$ cat src/rtl/swo_uart_rx_pkg.sv
// Shared definitions for the SWO NRZ receiver: FSM state encoding and divisor floor.
package swo_uart_rx_pkg;

    typedef enum logic [2:0] {
        ST_IDLE      = 3'd0,
        ST_START     = 3'd1,
        ST_DATA      = 3'd2,
        ST_STOP      = 3'd3,
        ST_WAIT_IDLE = 3'd4
    } rx_state_e;

    localparam int unsigned MIN_DIV = 3;

endpackage

$ cat src/rtl/swo_uart_rx_if.sv
// Byte output channel of the SWO receiver: one-deep valid/ready register toward capture.
interface swo_uart_rx_if;
    logic [7:0] O_data;
    logic       O_data_valid;
    logic       I_data_ready;

    modport master (output O_data, output O_data_valid, input I_data_ready);
    modport slave  (input O_data, input O_data_valid, output I_data_ready);
endinterface

$ cat src/rtl/swo_uart_rx_sync.sv
// Multi-flop synchroniser for the raw SWO pin plus falling-edge detect on the synchronised line.
module swo_sync #(
    parameter int pSYNC_STAGES = 2
) (
    input  logic trace_clk,
    input  logic reset_n,
    input  logic i_swo,
    output logic o_s_swo,
    output logic o_fall
);
    logic [pSYNC_STAGES-1:0] r_sync;
    logic                    r_prev;

    // Preset high so that reset never looks like a start edge on an idle line.
    always_ff @(posedge trace_clk) begin
        if (!reset_n) begin
            r_sync <= '1;
            r_prev <= 1'b1;
        end else begin
            r_sync <= {r_sync[pSYNC_STAGES-2:0], i_swo};
            r_prev <= r_sync[pSYNC_STAGES-1];
        end
    end

    assign o_s_swo = r_sync[pSYNC_STAGES-1];
    assign o_fall  = r_prev & ~r_sync[pSYNC_STAGES-1];
endmodule

$ cat src/rtl/swo_uart_rx.sv
// 8N1 UART-mode SWO receiver: mid-bit sampling FSM feeding a one-deep output register.
module swo_uart_rx
    import swo_uart_rx_pkg::*;
#(
    parameter int pDIV_WIDTH   = 16,
    parameter int pSYNC_STAGES = 2
) (
    input  logic                  trace_clk,
    input  logic                  reset_n,
    input  logic                  swo,
    input  logic                  I_enable,
    input  logic [pDIV_WIDTH-1:0] I_baud_div,
    input  logic                  I_clear_errors,
    output logic                  O_framing_error,
    output logic                  O_overrun,
    output logic                  O_busy,
    swo_uart_rx_if.master         rx_if
);
    logic                  w_s_swo;
    logic                  w_fall;
    logic [pDIV_WIDTH-1:0] w_div;
    logic                  w_accept;
    logic                  w_overrun;

    rx_state_e             r_state;
    logic [pDIV_WIDTH-1:0] r_cnt;
    logic [pDIV_WIDTH-1:0] r_div;
    logic [2:0]            r_bit;
    logic [7:0]            r_shift;
    logic                  r_deliver;
    logic                  r_ferr;
    logic [7:0]            r_data;
    logic                  r_valid;
    logic                  r_ovr;

    swo_sync #(.pSYNC_STAGES(pSYNC_STAGES)) u_sync (
        .trace_clk (trace_clk),
        .reset_n   (reset_n),
        .i_swo     (swo),
        .o_s_swo   (w_s_swo),
        .o_fall    (w_fall)
    );

    assign w_div = (I_baud_div < pDIV_WIDTH'(MIN_DIV)) ? pDIV_WIDTH'(MIN_DIV) : I_baud_div;

    always_ff @(posedge trace_clk) begin
        if (!reset_n) begin
            r_state   <= ST_IDLE;
            r_cnt     <= '0;
            r_div     <= '0;
            r_bit     <= '0;
            r_shift   <= '0;
            r_deliver <= 1'b0;
            r_ferr    <= 1'b0;
        end else begin
            r_deliver <= 1'b0;
            r_ferr    <= 1'b0;
            if (!I_enable) begin
                r_state <= ST_IDLE;
            end else begin
                case (r_state)
                    ST_IDLE: begin
                        if (w_fall) begin
                            r_div   <= w_div;
                            r_cnt   <= w_div >> 1;
                            r_state <= ST_START;
                        end
                    end
                    ST_START: begin
                        if (r_cnt != '0) begin
                            r_cnt <= r_cnt - 1'b1;
                        end else if (w_s_swo) begin
                            r_state <= ST_IDLE;
                        end else begin
                            r_cnt   <= r_div;
                            r_bit   <= '0;
                            r_state <= ST_DATA;
                        end
                    end
                    ST_DATA: begin
                        if (r_cnt != '0) begin
                            r_cnt <= r_cnt - 1'b1;
                        end else begin
                            r_shift <= {w_s_swo, r_shift[7:1]};
                            r_cnt   <= r_div;
                            if (r_bit == 3'd7) r_state <= ST_STOP;
                            else               r_bit   <= r_bit + 3'd1;
                        end
                    end
                    ST_STOP: begin
                        if (r_cnt != '0) begin
                            r_cnt <= r_cnt - 1'b1;
                        end else if (w_s_swo) begin
                            r_deliver <= 1'b1;
                            r_state   <= ST_IDLE;
                        end else begin
                            r_ferr  <= 1'b1;
                            r_state <= ST_WAIT_IDLE;
                        end
                    end
                    // Hold off through a break so its release is not taken as a start edge.
                    ST_WAIT_IDLE: begin
                        if (w_s_swo) r_state <= ST_IDLE;
                    end
                    default: r_state <= ST_IDLE;
                endcase
            end
        end
    end

    assign w_accept  = r_valid & rx_if.I_data_ready;
    assign w_overrun = r_deliver & r_valid & ~rx_if.I_data_ready;

    always_ff @(posedge trace_clk) begin
        if (!reset_n) begin
            r_data  <= '0;
            r_valid <= 1'b0;
            r_ovr   <= 1'b0;
        end else begin
            if (r_deliver && !w_overrun) begin
                r_data  <= r_shift;
                r_valid <= 1'b1;
            end else if (w_accept) begin
                r_valid <= 1'b0;
            end
            if (w_overrun)           r_ovr <= 1'b1;
            else if (I_clear_errors) r_ovr <= 1'b0;
        end
    end

    assign rx_if.O_data       = r_data;
    assign rx_if.O_data_valid = r_valid;
    assign O_framing_error    = r_ferr;
    assign O_overrun          = r_ovr;
    assign O_busy             = (r_state != ST_IDLE);
endmodule
$ cat src/flat_wrapper.sv
// flat-port wrapper written by rule: the top's interface ports become plain ports
module swo_uart_rx_flat import swo_uart_rx_pkg::*;
#(
    parameter int pDIV_WIDTH   = 16,
    parameter int pSYNC_STAGES = 2
)
  (trace_clk, reset_n, swo, I_enable, I_baud_div, I_clear_errors, O_framing_error, O_overrun, O_busy, rx_if_O_data, rx_if_O_data_valid, rx_if_I_data_ready);
  swo_uart_rx_if rx_if_i ();
  input  logic trace_clk;
  input  logic reset_n;
  input  logic swo;
  input  logic I_enable;
  input  logic [pDIV_WIDTH-1:0] I_baud_div;
  input  logic I_clear_errors;
  output logic O_framing_error;
  output logic O_overrun;
  output logic O_busy;
  output wire logic [$bits(rx_if_i.O_data)-1:0] rx_if_O_data;
  output wire logic [$bits(rx_if_i.O_data_valid)-1:0] rx_if_O_data_valid;
  input wire logic [$bits(rx_if_i.I_data_ready)-1:0] rx_if_I_data_ready;
  assign rx_if_O_data = rx_if_i.O_data;
  assign rx_if_O_data_valid = rx_if_i.O_data_valid;
  assign rx_if_i.I_data_ready = rx_if_I_data_ready;
  swo_uart_rx #(.pDIV_WIDTH(pDIV_WIDTH), .pSYNC_STAGES(pSYNC_STAGES)) u_core (.trace_clk(trace_clk), .reset_n(reset_n), .swo(swo), .I_enable(I_enable), .I_baud_div(I_baud_div), .I_clear_errors(I_clear_errors), .O_framing_error(O_framing_error), .O_overrun(O_overrun), .O_busy(O_busy), .rx_if(rx_if_i));
endmodule
$ cat config.mk
export PLATFORM = sky130hd
export DESIGN_NAME = swo_uart_rx_flat
export DESIGN_NICKNAME = d
export VERILOG_FILES = /design/src/rtl/swo_uart_rx_pkg.sv /design/src/rtl/swo_uart_rx_if.sv /design/src/rtl/swo_uart_rx_sync.sv /design/src/rtl/swo_uart_rx.sv /design/src/flat_wrapper.sv
export SDC_FILE = /design/constraint.sdc
export NUM_CORES = 1
export LEC_CHECK = 0
export CORE_ASPECT_RATIO = 1.4
export CORE_MARGIN = 3
export CORE_UTILIZATION = 51
export DETAILED_ROUTE_END_ITERATION = 8
export MAX_ROUTING_LAYER = met4
export PLACE_DENSITY = 0.75
export SLEW_MARGIN = 40
export SYNTH_ARGS = -nofsm -noshare
export SYNTH_HDL_FRONTEND = slang
export SYNTH_SLANG_ARGS = --single-unit
$ cat constraint.sdc
create_clock -name trace_clk -period 8.4 [get_ports trace_clk]
set_clock_uncertainty 0.05 [all_clocks]
set_input_delay 2.52 -clock trace_clk [delete_from_list [all_inputs] [get_ports trace_clk]]
set_output_delay 2.52 -clock trace_clk [all_outputs]
set_load 0.005 [all_outputs]
Yosys cells after proc, flatten, opt, wreduce, memory -nomap -nowiden
Index checks and enable logic that the tools add are counted.
{"block": "classes", "reduce_logical": 16, "n_addsub": 2, "bitwise": 10, "eq_ne": 15, "n_lt_le_gt_ge": 1, "muxes": 27}
{"operator": "two-way mux 16 bit", "n": 6}
{"operator": "one-hot mux 16 bit (4 select lines)", "n": 1}
{"operator": "two-way mux 3 bit", "n": 11}
{"operator": "< comparator 16 x 2 -> 1 bit, second input constant", "n": 1}
{"operator": "nonzero test 16 bit", "n": 1}
{"operator": "subtractor 16 x 1 -> 16 bit, second input constant", "n": 1}
{"operator": "one-hot mux 3 bit (5 select lines)", "n": 1}
{"operator": "inequality test 2 bit, second input constant", "n": 7}
{"operator": "AND reduction 6 bit", "n": 2}
{"operator": "== test 3 x 2 -> 1 bit, second input constant", "n": 2}
{"operator": "== test 3 bit, second input constant", "n": 2}
{"operator": "two-way mux 1 bit", "n": 6}
{"operator": "NOT 1 bit", "n": 6}
{"operator": "one-hot mux 3 bit (2 select lines)", "n": 1}
{"operator": "AND reduction 3 bit", "n": 2}
{"operator": "nonzero test 2 bit", "n": 3}
{"operator": "AND reduction 5 bit", "n": 1}
{"operator": "AND 1 bit", "n": 4}
{"operator": "inequality test 2 x 1 -> 1 bit, second input constant", "n": 2}
{"operator": "nonzero test 4 bit", "n": 1}
{"operator": "OR reduction 4 bit", "n": 1}
{"operator": "adder 3 x 1 -> 3 bit, second input constant", "n": 1}
{"operator": "== test 3 x 1 -> 1 bit, second input constant", "n": 1}
{"operator": "zero test 3 bit", "n": 1}
{"operator": "other kinds (6)", "n": 6}
{"block": "totals", "out_inout_bits": 12, "regBits": 61, "word_cells": 83, "inputBits": 22}

Logic depth before layout (Yosys ltp)
Gate-level depths: netlist of run 1.
{"block": "logic_depth", "ltp_word": 5, "mapped_depth": 10, "mapped_depth_nobuf": 7}

Hierarchy
Synthesis of run 1 repeated with hierarchy kept, for this count alone.
{"block": "hier_totals", "cells_unflattened": 341, "area_unflattened_um2": 3066.7}
{"mod": "swo_uart_rx", "instances": 1, "cells_per_inst": 334, "seq_area_each_um2": 1161.1, "area_each_um2": 2981.6}
{"mod": "swo_sync", "instances": 1, "cells_per_inst": 7, "seq_area_each_um2": 60.1, "area_each_um2": 85.1}

Least setup slack after synthesis of run 1
OpenSTA, ideal clock, no wires.
{"block": "synth_path", "path_type": "in2reg", "startpoint": "in I_enable", "endpoint": "reg u_core.r_div[1]", "required_time_ns": 8.234, "n_path_buf": 1, "arrival_time_ns": 3.785, "slack_ns": 4.449, "setup_ns": 0.116, "stages": 5, "path_cell_list": "nand2b_1 > nor4_1 > clkbuf_1 > nand2_1 > o211a_1"}
{"block": "synth_via", "elab_chain_len": 1}
{"item": "start, declared", "line_no": "flat_wrapper.sv:12", "text": "input logic I_enable;"}
{"item": "AND reduction 3 bit (no line)"}
{"item": "end signal, assigned", "line_no": "swo_uart_rx.sv:64", "text": "r_div <= w_div;"}
{"item": "end, declared", "line_no": "swo_uart_rx.sv:27", "text": "logic [pDIV_WIDTH-1:0] r_div;"}
No other way between the ends.
A chain may end at the register's enable or synchronous reset.

Final worst setup path of run 1
{"block": "layout_path", "startpoint": "in I_enable", "endpoint": "reg u_core.r_cnt[15]"}
{"block": "layout_via", "elab_chain_len": 1}
{"item": "AND reduction 5 bit (no line)"}
{"item": "end signal, assigned", "line_no": "swo_uart_rx.sv:65", "text": "r_cnt <= w_div >> 1;"}
{"item": "end signal, assigned", "line_no": "swo_uart_rx.sv:71", "text": "r_cnt <= r_cnt - 1'b1;"}
{"item": "end signal, assigned", "line_no": "swo_uart_rx.sv:75", "text": "r_cnt <= r_div;"}
{"item": "end, declared", "line_no": "swo_uart_rx.sv:26", "text": "logic [pDIV_WIDTH-1:0] r_cnt;"}
No other way between the ends.

==> results of run 1 <==
report_power, final:
| group | internal, W | switching (W) | leakage (nW) | total, W |
|---|---|---|---|---|
| Clock | 0.000198 | 0.000121 | 0.120 | 0.000319 |
| Sequential | 0.000294 | 0.00000508 | 0.493 | 0.000299 |
| Combinational | 0.0000320 | 0.0000436 | 0.744 | 0.0000756 |
| Total | 0.000524 | 0.000169 | 1.36 | 0.000694 |
flip-flops by register name, summed over array words and instances, names as in the netlist:
name	cells
u_core.r_cnt	16
u_core.r_div	16
u_core.r_shift	8
u_core.rx_if.O_data	8
u_core.r_bit	3
u_core.r_state	3
u_core.u_sync.r_sync	2
u_core.O_framing_error	1
u_core.O_overrun	1
u_core.r_deliver	1
u_core.rx_if.O_data_valid	1
u_core.u_sync.r_prev	1
layer usage:
metal	share of wire [%]	track usage [%]
met5	0	-
met4	2.7	10.6
met3	5.6	5.09
met2	49	33.6
met1	43	24.4
synth_stat cells (9+ instances only):
cell type	n
nor2_1	20
nand2_1	39
nor2b_1	21
a221o_1	9
a21boi_0	15
clkbuf_1	20
nor4_1	9
mux2i_1	16
a32o_1	14
dfxtp_1	61
o21ai_0	16
a21oi_1	10
worst min path at each step:
stage | to | cells after the start | startpoint
final | u_core.u_sync.r_sync[1] | 1 | u_core.u_sync.r_sync[0]
after global routing | u_core.u_sync.r_sync[1] | 1 | u_core.u_sync.r_sync[0]
after CTS | u_core.u_sync.r_sync[1] | 1 | u_core.u_sync.r_sync[0]
after detailed placement | u_core.u_sync.r_sync[1] | 1 | u_core.u_sync.r_sync[0]
after global placement | u_core.u_sync.r_sync[1] | 1 | u_core.u_sync.r_sync[0]
after floorplan | u_core.u_sync.r_sync[1] | 1 | u_core.u_sync.r_sync[0]
area by class of cell:
type | instances | area, sq um | share of cell area, %
tap | 68 | 85.1 | 2.37
inverter | 8 | 30.0 | 0.837
sequential | 61 | 1220 | 34.1
clock inverter | 7 | 124 | 3.45
timing repair buffer | 35 | 345 | 9.63
clock buffer | 9 | 124 | 3.45
multi-input combinational | 253 | 1660 | 46.2
metrics by stage:
stage                     hold slack (ps)  instances  total power (W)
after detailed placement              362        425         0.000380
after global routing                  393        441         0.000722
after CTS                             379        441         0.000700
after floorplan                       336        347         0.000356
after global placement                346        425         0.000380
final                                 369        441         0.000694
logic make-up (layout without fill, tap and decap cells):
| logic type | count (synthesis) | in the layout |
|---|---|---|
| AOI/OAI and AO/OA | 94 | 94 |
| xor gates and xnor gates | 1 | 1 |
| adders and majority gates | 3 | 3 |
| buffers and inverters | 33 | 59 |
| DFF | 61 | 61 |
| muxes | 16 | 16 |
| and+or+nand+nor | 139 | 139 |
==> flow_summary_export.csv, run 1 <==
group,metric,value,unit
grt,grt_pass1_vias,2513,
floorplan,die_width,70.9,microns
timing,fin_crit_sh,52.5,%
floorplan,io_pins,34,
logic_synthesis,synth_edf_count,0,
finish,drive_above_1_share,6.17,%
setup_path,critPathKind,"input port to flop",
placement,place_ws,3680,ps
logic_synthesis,synthTopCellsByArea,"dfxtp_1 41%, mux2i_1 5.3%, nand2_1 4.9%",
logic_synthesis,synth.distinct_cells,51,
setup_path,path_delay_family,"compound AO/OA/AOI/OAI gates",
timing,setup_ws,3990,ps
detailed_routing,num_vias,2713,
detailed_routing,drc,0,
timing,slew_headroom,49.5,%
setup_path,r2r_end,"u_core.r_cnt[15]",
clock_tree,clock-sinks,61,
finish,final_common_cell,"dfxtp_1",
setup_path,slowest_stage,"o31a_1",
detailed_routing,drt_iter0_drc,236,
timing,hold_violations,0,
logic_synthesis,synthCells,347,
setup_path,max_stage_delay,610,ps
status,status,"complete, no violations",
setup_path,crit_required,8630,ps
setup_path,crit_path_cell_trace,"clkdlybuf4s50_1 > nand2b_1 > a21oi_1 > o31a_1 > and2_1 > a32o_1",
grt,grt_pass1_wl,11400,microns
floorplan,fp.dieArea,6870,sq um
grt,antenna_found_initial,0,
grt,grt_overflow_total,0,
clock_tree,htree_levels,3,
detailed_routing,finalWirelength,6940,microns
finish,post-route-util,64.0,%
logic_synthesis,synth_mux_area_share,5.32,%
placement,place_area,3340,sq um
clock_tree,clk-insertion-delay-late,340,ps
clock_tree,numCtsBuffers,9,
logic_synthesis,synth_compound_area_share,23.5,%
pwr,leakage,1.36,nW
logic_synthesis,syn_nets,372,
logic_synthesis,yosysTopAreaCell,"dfxtp_1",
finish,nNetsFinal,393,
logic_synthesis,seq_area_frac_synth,40.6,%
floorplan,initial_utilization,53.7,%
logic_synthesis,ys.flop_type,"dfxtp_1",
clock_tree,clk_pin_slew_worst_paths,70,ps
timing,fmax,227,MHz
detailed_routing,avgViaCountPerCell,6.15,
floorplan,rows,32,
setup_path,cp.buffers_inverters,1,
placement,port_buffers,33,
logic_synthesis,syn-cell-area,3010,sq um
finish,fill_cells,520,
clock_tree,cts-root-buf,"clkbuf_8",
pwr,peakVddDrop,0.141,mV
setup_path,cp.arrival,4640,ps
timing,fin_tns_setup,0,ps
setup_path,r2r_start,"u_core.r_cnt[0]",
logic_synthesis,synth_top_area_share,40.6,%
floorplan,die_h,96.9,microns
setup_path,path_depth,6,
placement,gp_congestion,0.833,
logic_synthesis,synth_fa_ha_area_share,1.25,%
logic_synthesis,synthArstFlopShare,0,%
pwr,power_density,194,nW/um^2
clock_tree,cts_tree,"built",
clock_tree,cts-hold-fix-buffers,0,
logic_synthesis,yosysWarningCount,0,
hold_path,hp-class,"flop to flop",
setup_path,start_kind,"input port",
logic_synthesis,yosys.area_share.simple,24.5,%
setup_path,crit_start,"I_enable",
detailed_routing,routedWlPerCell,15.7,microns
grt,grt_max_degree,62,
detailed_routing,dr.pass1.iters,5,
finish,area_growth,19.2,%
setup_path,endpoint,"u_core.r_cnt[15]",
clock_tree,clock_path_buffers,2,
timing,min_period,4410,ps
setup_path,cp-end-kind,"flop",
clock_tree,post_cts_resized,0,
timing,worst_pin_slew,751,ps
setup_path,ff2ff_path_depth,7,
logic_synthesis,synth_seq_cells,61,
finish,final_cell_mix,"61 x dfxtp_1, 39 x nand2_1, 33 x clkdlybuf4s50_1",
finish,antennaDiodeCount,0,
logic_synthesis,synth_top_family_by_area,"simple AND/OR/NAND/NOR gates",
floorplan,coreArea,5610,sq um
run,drv_cap,0,
timing,setup_viol,0,
placement,hpwl,4820,microns
grt,grtUsageTotal,21.1,%
finish,postLayoutCellArea,3590,sq um
logic_synthesis,avgSynthCellArea,8.67,sq um
setup_path,cp_max_fo,23,
detailed_routing,final_antenna_net_count,0,
logic_synthesis,synth_xor_area_share,0.291,%
clock_tree,cts_setup_buffers,0,
setup_path,r2r_slack,5170,ps
timing,drv_slew,0,
timing,rsz0062_at_grt,"no",
Power figures use the tool's default switching activity.
==> inputs of run 2 (changes only) <==
==> constraint.sdc (replaced) <==
create_clock -name trace_clk -period 4.6 [get_ports trace_clk]
set_clock_uncertainty 0.05 [all_clocks]
set_input_delay 1.38 -clock trace_clk [delete_from_list [all_inputs] [get_ports trace_clk]]
set_output_delay 1.38 -clock trace_clk [all_outputs]
set_load 0.005 [all_outputs]
==> run 2 against run 1 <==
Effect of this change: sequential power is 83% higher; power is 69% higher; first-iteration DRC count decreased by 14%; wire length rose by 2.0%; core utilization shrank 0.71 points; hold slack improved by 2.6 ps; critical path depth did not move; sequential cell count unchanged; clock power rose by 52%; global-route usage up 0.92 points; die area did not move; combinational power rose by 85%; critical path type unchanged.
==> flow_summary_export.csv, run 2 (synthesized netlist as in run 1, its figures left out) <==
group,metric,value,unit
status,status,"complete, no violations",
timing,worst_pin_slew,726,ps
clock_tree,post_cts_resized,0,
setup_path,path_delay_family,"compound AO/OA/AOI/OAI gates",
clock_tree,htree_levels,3,
detailed_routing,avgViaCountPerCell,6.00,
clock_tree,clock-sinks,61,
setup_path,cp-end-kind,"flop",
grt,grt_pass1_wl,12000,microns
finish,top_regs,"u_core.r_cnt: 16 flops, u_core.r_div: 16 flops",
detailed_routing,dr.pass1.iters,4,
setup_path,cp.buffers_inverters,1,
floorplan,die_h,96.9,microns
grt,grtUsageTotal,22.0,%
grt,grt_pass1_vias,2571,
floorplan,io_pins,34,
run,drv_cap,0,
grt,grt_max_degree,30,
clock_tree,clk-insertion-delay-late,360,ps
detailed_routing,num_vias,2654,
finish,final_cell_mix,"61 x dfxtp_1, 39 x nand2_1, 33 x clkdlybuf4s50_1",
clock_tree,numCtsBuffers,9,
timing,min_period,3290,ps
detailed_routing,routedWlPerCell,16.0,microns
grt,grt_overflow_total,0,
timing,setup_viol,0,
finish,drive_above_1_share,6.42,%
grt,antenna_found_initial,0,
finish,final_common_cell,"dfxtp_1",
floorplan,fp.dieArea,6870,sq um
timing,fmax,304,MHz
finish,nNetsFinal,394,
pwr,leakage,1.34,nW
finish,fill_cells,510,
clock_tree,cts-hold-fix-buffers,0,
detailed_routing,drc,0,
timing,drv_slew,0,
placement,hpwl,5030,microns
floorplan,die_width,70.9,microns
setup_path,crit_required,4850,ps
setup_path,cp.arrival,3540,ps
timing,fin_crit_sh,71.6,%
finish,antennaDiodeCount,0,
timing,hold_violations,0,
timing,fin_tns_setup,0,ps
placement,port_buffers,33,
floorplan,initial_utilization,53.7,%
clock_tree,clk_pin_slew_worst_paths,70,ps
timing,slew_headroom,51.6,%
detailed_routing,final_antenna_net_count,0,
setup_path,critPathKind,"input port to flop",
clock_tree,clock_path_buffers,2,
timing,rsz0062_at_grt,"no",
finish,area_growth,17.9,%
clock_tree,cts_tree,"built",
detailed_routing,finalWirelength,7080,microns
setup_path,start_kind,"input port",
floorplan,rows,32,
setup_path,crit_path_cell_trace,"clkdlybuf4s50_1 > nand2b_1 > a21oi_1 > o31a_1 > and2_1 > a32o_1",
hold_path,hp-class,"flop to flop",
setup_path,cp_max_fo,23,
detailed_routing,drt_iter0_drc,204,
pwr,peakVddDrop,0.241,mV
clock_tree,cts-root-buf,"clkbuf_8",
clock_tree,cts_setup_buffers,0,
floorplan,coreArea,5610,sq um
placement,place_ws,993,ps
timing,setup_ws,1310,ps
placement,gp_congestion,0.868,
setup_path,slowest_stage,"o31a_1",
setup_path,max_stage_delay,620,ps
pwr,power_density,330,nW/um^2
## run 2: report_power, final
group / internal (W) / switching, W / leakage (nW)
clock: 0.000251 / 0.000234 / 0.0954
combinational: 0.0000589 / 0.0000811 / 0.749
sequential: 0.000537 / 0.00000922 / 0.493
## run 2: worst paths after layout
kind / end / cells after the start / from / slack, ps
max: u_core.r_cnt[7] / 6 / I_enable / 1310
min: u_core.u_sync.r_sync[1] / 1 / u_core.u_sync.r_sync[0] / 370
max reg2reg: u_core.r_cnt[7] / 7 / u_core.r_cnt[0] / 1340
min reg2reg: u_core.u_sync.r_sync[1] / 1 / u_core.u_sync.r_sync[0] / 370
## run 2: layer usage
layer	GRT usage (%)	wire, microns	up-vias
met5	-	0	-
met4	9.26	136	0
met3	3.95	373	13
met2	37.2	3530	67
met1	25.2	3050	1245
li1	-	-	1329
## run 2: worst register-to-register path, delay by kind of cell (launching register included)
kind,cells,cell delay (ps)
AO/OA/AOI/OAI,2,850
AND/OR/NAND/NOR,3,1610
buffers and inverters,1,90
adder cells (fa/ha/maj),1,190
flip-flops,1,350
## run 2: cell type report
type                    instances  area [sq um]  area share (%)
inverters                       8          30.0           0.847
clock inverters                 7          76.3            2.15
flip-flops and latches         61          1220            34.4
multi-input cells             253          1660            46.7
well taps                      68          85.1            2.40
clock buffers                   9           124            3.49
repair buffers                 36           353            9.95
## run 2: metrics by stage
| step | area (sq um) | hold slack [ps] | utilization (%) | instances | power (W) |
|---|---|---|---|---|---|
| after floorplan | 3010 | 336 | - | 347 | 0.000649 |
| after global placement | 3350 | 356 | 59.7 | 426 | 0.000694 |
| after detailed placement | 3350 | 358 | 59.7 | 426 | 0.000696 |
| after CTS | 3550 | 379 | 63.3 | 442 | 0.00117 |
| after global routing | 3550 | 409 | 63.3 | 442 | 0.00121 |
| final | 3550 | 372 | 63.3 | 442 | 0.00117 |
==> inputs of run 3 (changes only) <==
--- a/config.mk
+++ b/config.mk
@@ -7,10 +7,10 @@
 export LEC_CHECK = 0
 export CORE_ASPECT_RATIO = 1.4
 export CORE_MARGIN = 3
-export CORE_UTILIZATION = 51
+export CORE_UTILIZATION = 50
 export DETAILED_ROUTE_END_ITERATION = 8
 export MAX_ROUTING_LAYER = met4
-export PLACE_DENSITY = 0.75
+export PLACE_DENSITY = 0.77
 export SLEW_MARGIN = 40
 export SYNTH_ARGS = -nofsm -noshare
 export SYNTH_HDL_FRONTEND = slang
==> constraint.sdc (replaced) <==
create_clock -name trace_clk -period 2.8 [get_ports trace_clk]
set_clock_uncertainty 0.05 [all_clocks]
set_input_delay 0.84 -clock trace_clk [delete_from_list [all_inputs] [get_ports trace_clk]]
set_output_delay 0.84 -clock trace_clk [all_outputs]
set_load 0.005 [all_outputs]
==> run 3 against run 2 <==
Effect of this change: wire length increased by 0.55%; first-iteration DRC count down 6.4%; die area is 1.9% higher; sequential share of layout area decreased by 1.3 points; non-clock buffer count rose by 13; core utilization grew 1.6 points; worst setup slack got worse by 1200 ps; combinational power grew 86%; sequential power is 64% higher; critical path depth increased by 2; critical endpoint is now u_core.r_cnt[5]; count of clock-buffer cells in the layout rose by 4; final area increased by 4.0%.
==> flow_summary_export.csv, run 3 (synthesized netlist as in run 1, its figures left out) <==
group,metric,value,unit
setup_path,critPathKind,"flop to flop",
finish,drive_above_1_share,9.56,%
detailed_routing,final_antenna_net_count,0,
floorplan,initial_utilization,52.9,%
setup_path,crit_required,2980,ps
clock_tree,cts_tree,"built",
timing,hold_violations,0,
clock_tree,cts-hold-fix-buffers,0,
floorplan,io_pins,34,
pwr,share_seq_of_total_power,42.9,%
floorplan,rows,32,
grt,grt_pass1_wl,12400,microns
timing,fin_tns_setup,0,ps
floorplan,fp.dieArea,7000,sq um
clock_tree,cts_setup_buffers,0,
pwr,p_switching,0.000496,W
clock_tree,clk_pin_slew_worst_paths,70,ps
detailed_routing,avgViaCountPerCell,6.05,
timing,fin_crit_sh,95.3,%
timing,drv_slew,0,
setup_path,r2r_slack,130,ps
placement,hpwl,5140,microns
grt,grt_max_degree,26,
pwr,power_density,568,nW/um^2
run,drv_cap,0,
pwr,peakVddDrop,0.343,mV
clock_tree,clk-insertion-delay-late,340,ps
finish,final_common_cell,"dfxtp_1",
grt,grtUsageTotal,22.7,%
detailed_routing,finalWirelength,7120,microns
finish,final_cell_mix,"61 x dfxtp_1, 39 x nand2_1, 33 x clkdlybuf4s50_1",
floorplan,die_width,71.6,microns
clock_tree,clock-sinks,61,
finish,area_growth,22.6,%
finish,nNetsFinal,407,
clock_tree,cts-root-buf,"clkbuf_8",
detailed_routing,routedWlPerCell,15.7,microns
pwr,fin_total_pwr,0.00209,W
clock_tree,post_cts_resized,0,
grt,grt_pass1_vias,2671,
detailed_routing,num_vias,2755,
clock_tree,htree_levels,3,
clock_tree,clock_path_buffers,2,
placement,dpl.cell_count,439,
detailed_routing,dr.pass1.iters,4,
timing,min_period,2670,ps
finish,antennaDiodeCount,0,
grt,antenna_found_initial,0,
finish,postLayoutCellArea,3690,sq um
status,status,"complete, no violations",
setup_path,cp-end-kind,"flop",
clock_tree,numCtsBuffers,9,
timing,worst_pin_slew,738,ps
placement,port_buffers,33,
detailed_routing,drt_iter0_drc,191,
pwr,p_comb_share,12.4,%
timing,slew_headroom,50.3,%
pwr,leakage,1.43,nW
timing,setup_viol,0,
placement,gp_congestion,0.864,
pwr,clockPowerShare,44.7,%
floorplan,coreArea,5690,sq um
placement,place_area,3440,sq um
setup_path,cp.arrival,2850,ps
timing,rsz0062_at_grt,"no",
setup_path,cp_max_fo,22,
detailed_routing,drc,0,
finish,top_regs,"u_core.r_cnt: 16 flops, u_core.r_div: 16 flops",
pwr,p_int,0.00160,W
floorplan,die_h,97.8,microns
timing,fmax,375,MHz
setup_path,start_kind,"flop",
hold_path,hp-class,"flop to flop",
grt,grt_overflow_total,0,
pwr,switching_share,23.7,%
finish,finalNonFillerCells,455,
## run 3: path summary, 6_finish.rpt
| kind | to | from | cells past startpoint |
|---|---|---|---|
| worst min register to register | u_core.u_sync.r_sync[1] | u_core.u_sync.r_sync[0] | 1 |
| worst min-delay path | u_core.u_sync.r_sync[1] | u_core.u_sync.r_sync[0] | 1 |
| worst max register to register | u_core.r_cnt[5] | u_core.r_cnt[0] | 8 |
| worst max-delay path | u_core.r_cnt[5] | u_core.r_cnt[0] | 8 |
## run 3: routing by layer
| metal | part of all wire [%] | GRT usage (%) |
|---|---|---|
| met2 | 51 | 37.6 |
| met1 | 43 | 26.0 |
| met4 | 2.3 | 10.4 |
| met3 | 4.2 | 4.43 |
| met5 | 0 | - |
## run 3: power by group through the flow
stage | registers, W | clock network (W) | logic, W
floorplan | 0.000911 | 0 | 0.000155
global placement | 0.000916 | 0 | 0.000252
detailed placement | 0.000916 | 0 | 0.000255
CTS | 0.000897 | 0.000951 | 0.000258
global route | 0.000899 | 0.000997 | 0.000286
finish | 0.000897 | 0.000936 | 0.000260
## run 3: layout make-up
class	instances	area (sq um)
Clock inverter	3	65.1
Timing Repair Buffer	49	450
Inverter	8	30.0
Sequential cell	61	1220
Tap cell	68	85.1
Clock buffer	13	179
Fill cell	502	2000
Multi-Input combinational cell	253	1660
## run 3: through the flow
stage / hold slack, ps / setup slack (ps) / utilization, %
after floorplan: 336 / 132 / -
after detailed placement: 348 / 160 / 60.6
after CTS: 376 / 140 / 64.9
final: 369 / 132 / 64.9
after global routing: 417 / 15.3 / 64.9
after global placement: 350 / 198 / 60.6
## run 3: critical path, stage by stage (launching register included)
cell	delay, ps
dfxtp_1	340
inv_1	80
ha_1	180
or3b_1	380
or4_1	560
o31a_1	310
buf_4	200
nor2b_1	150
o31a_1	290
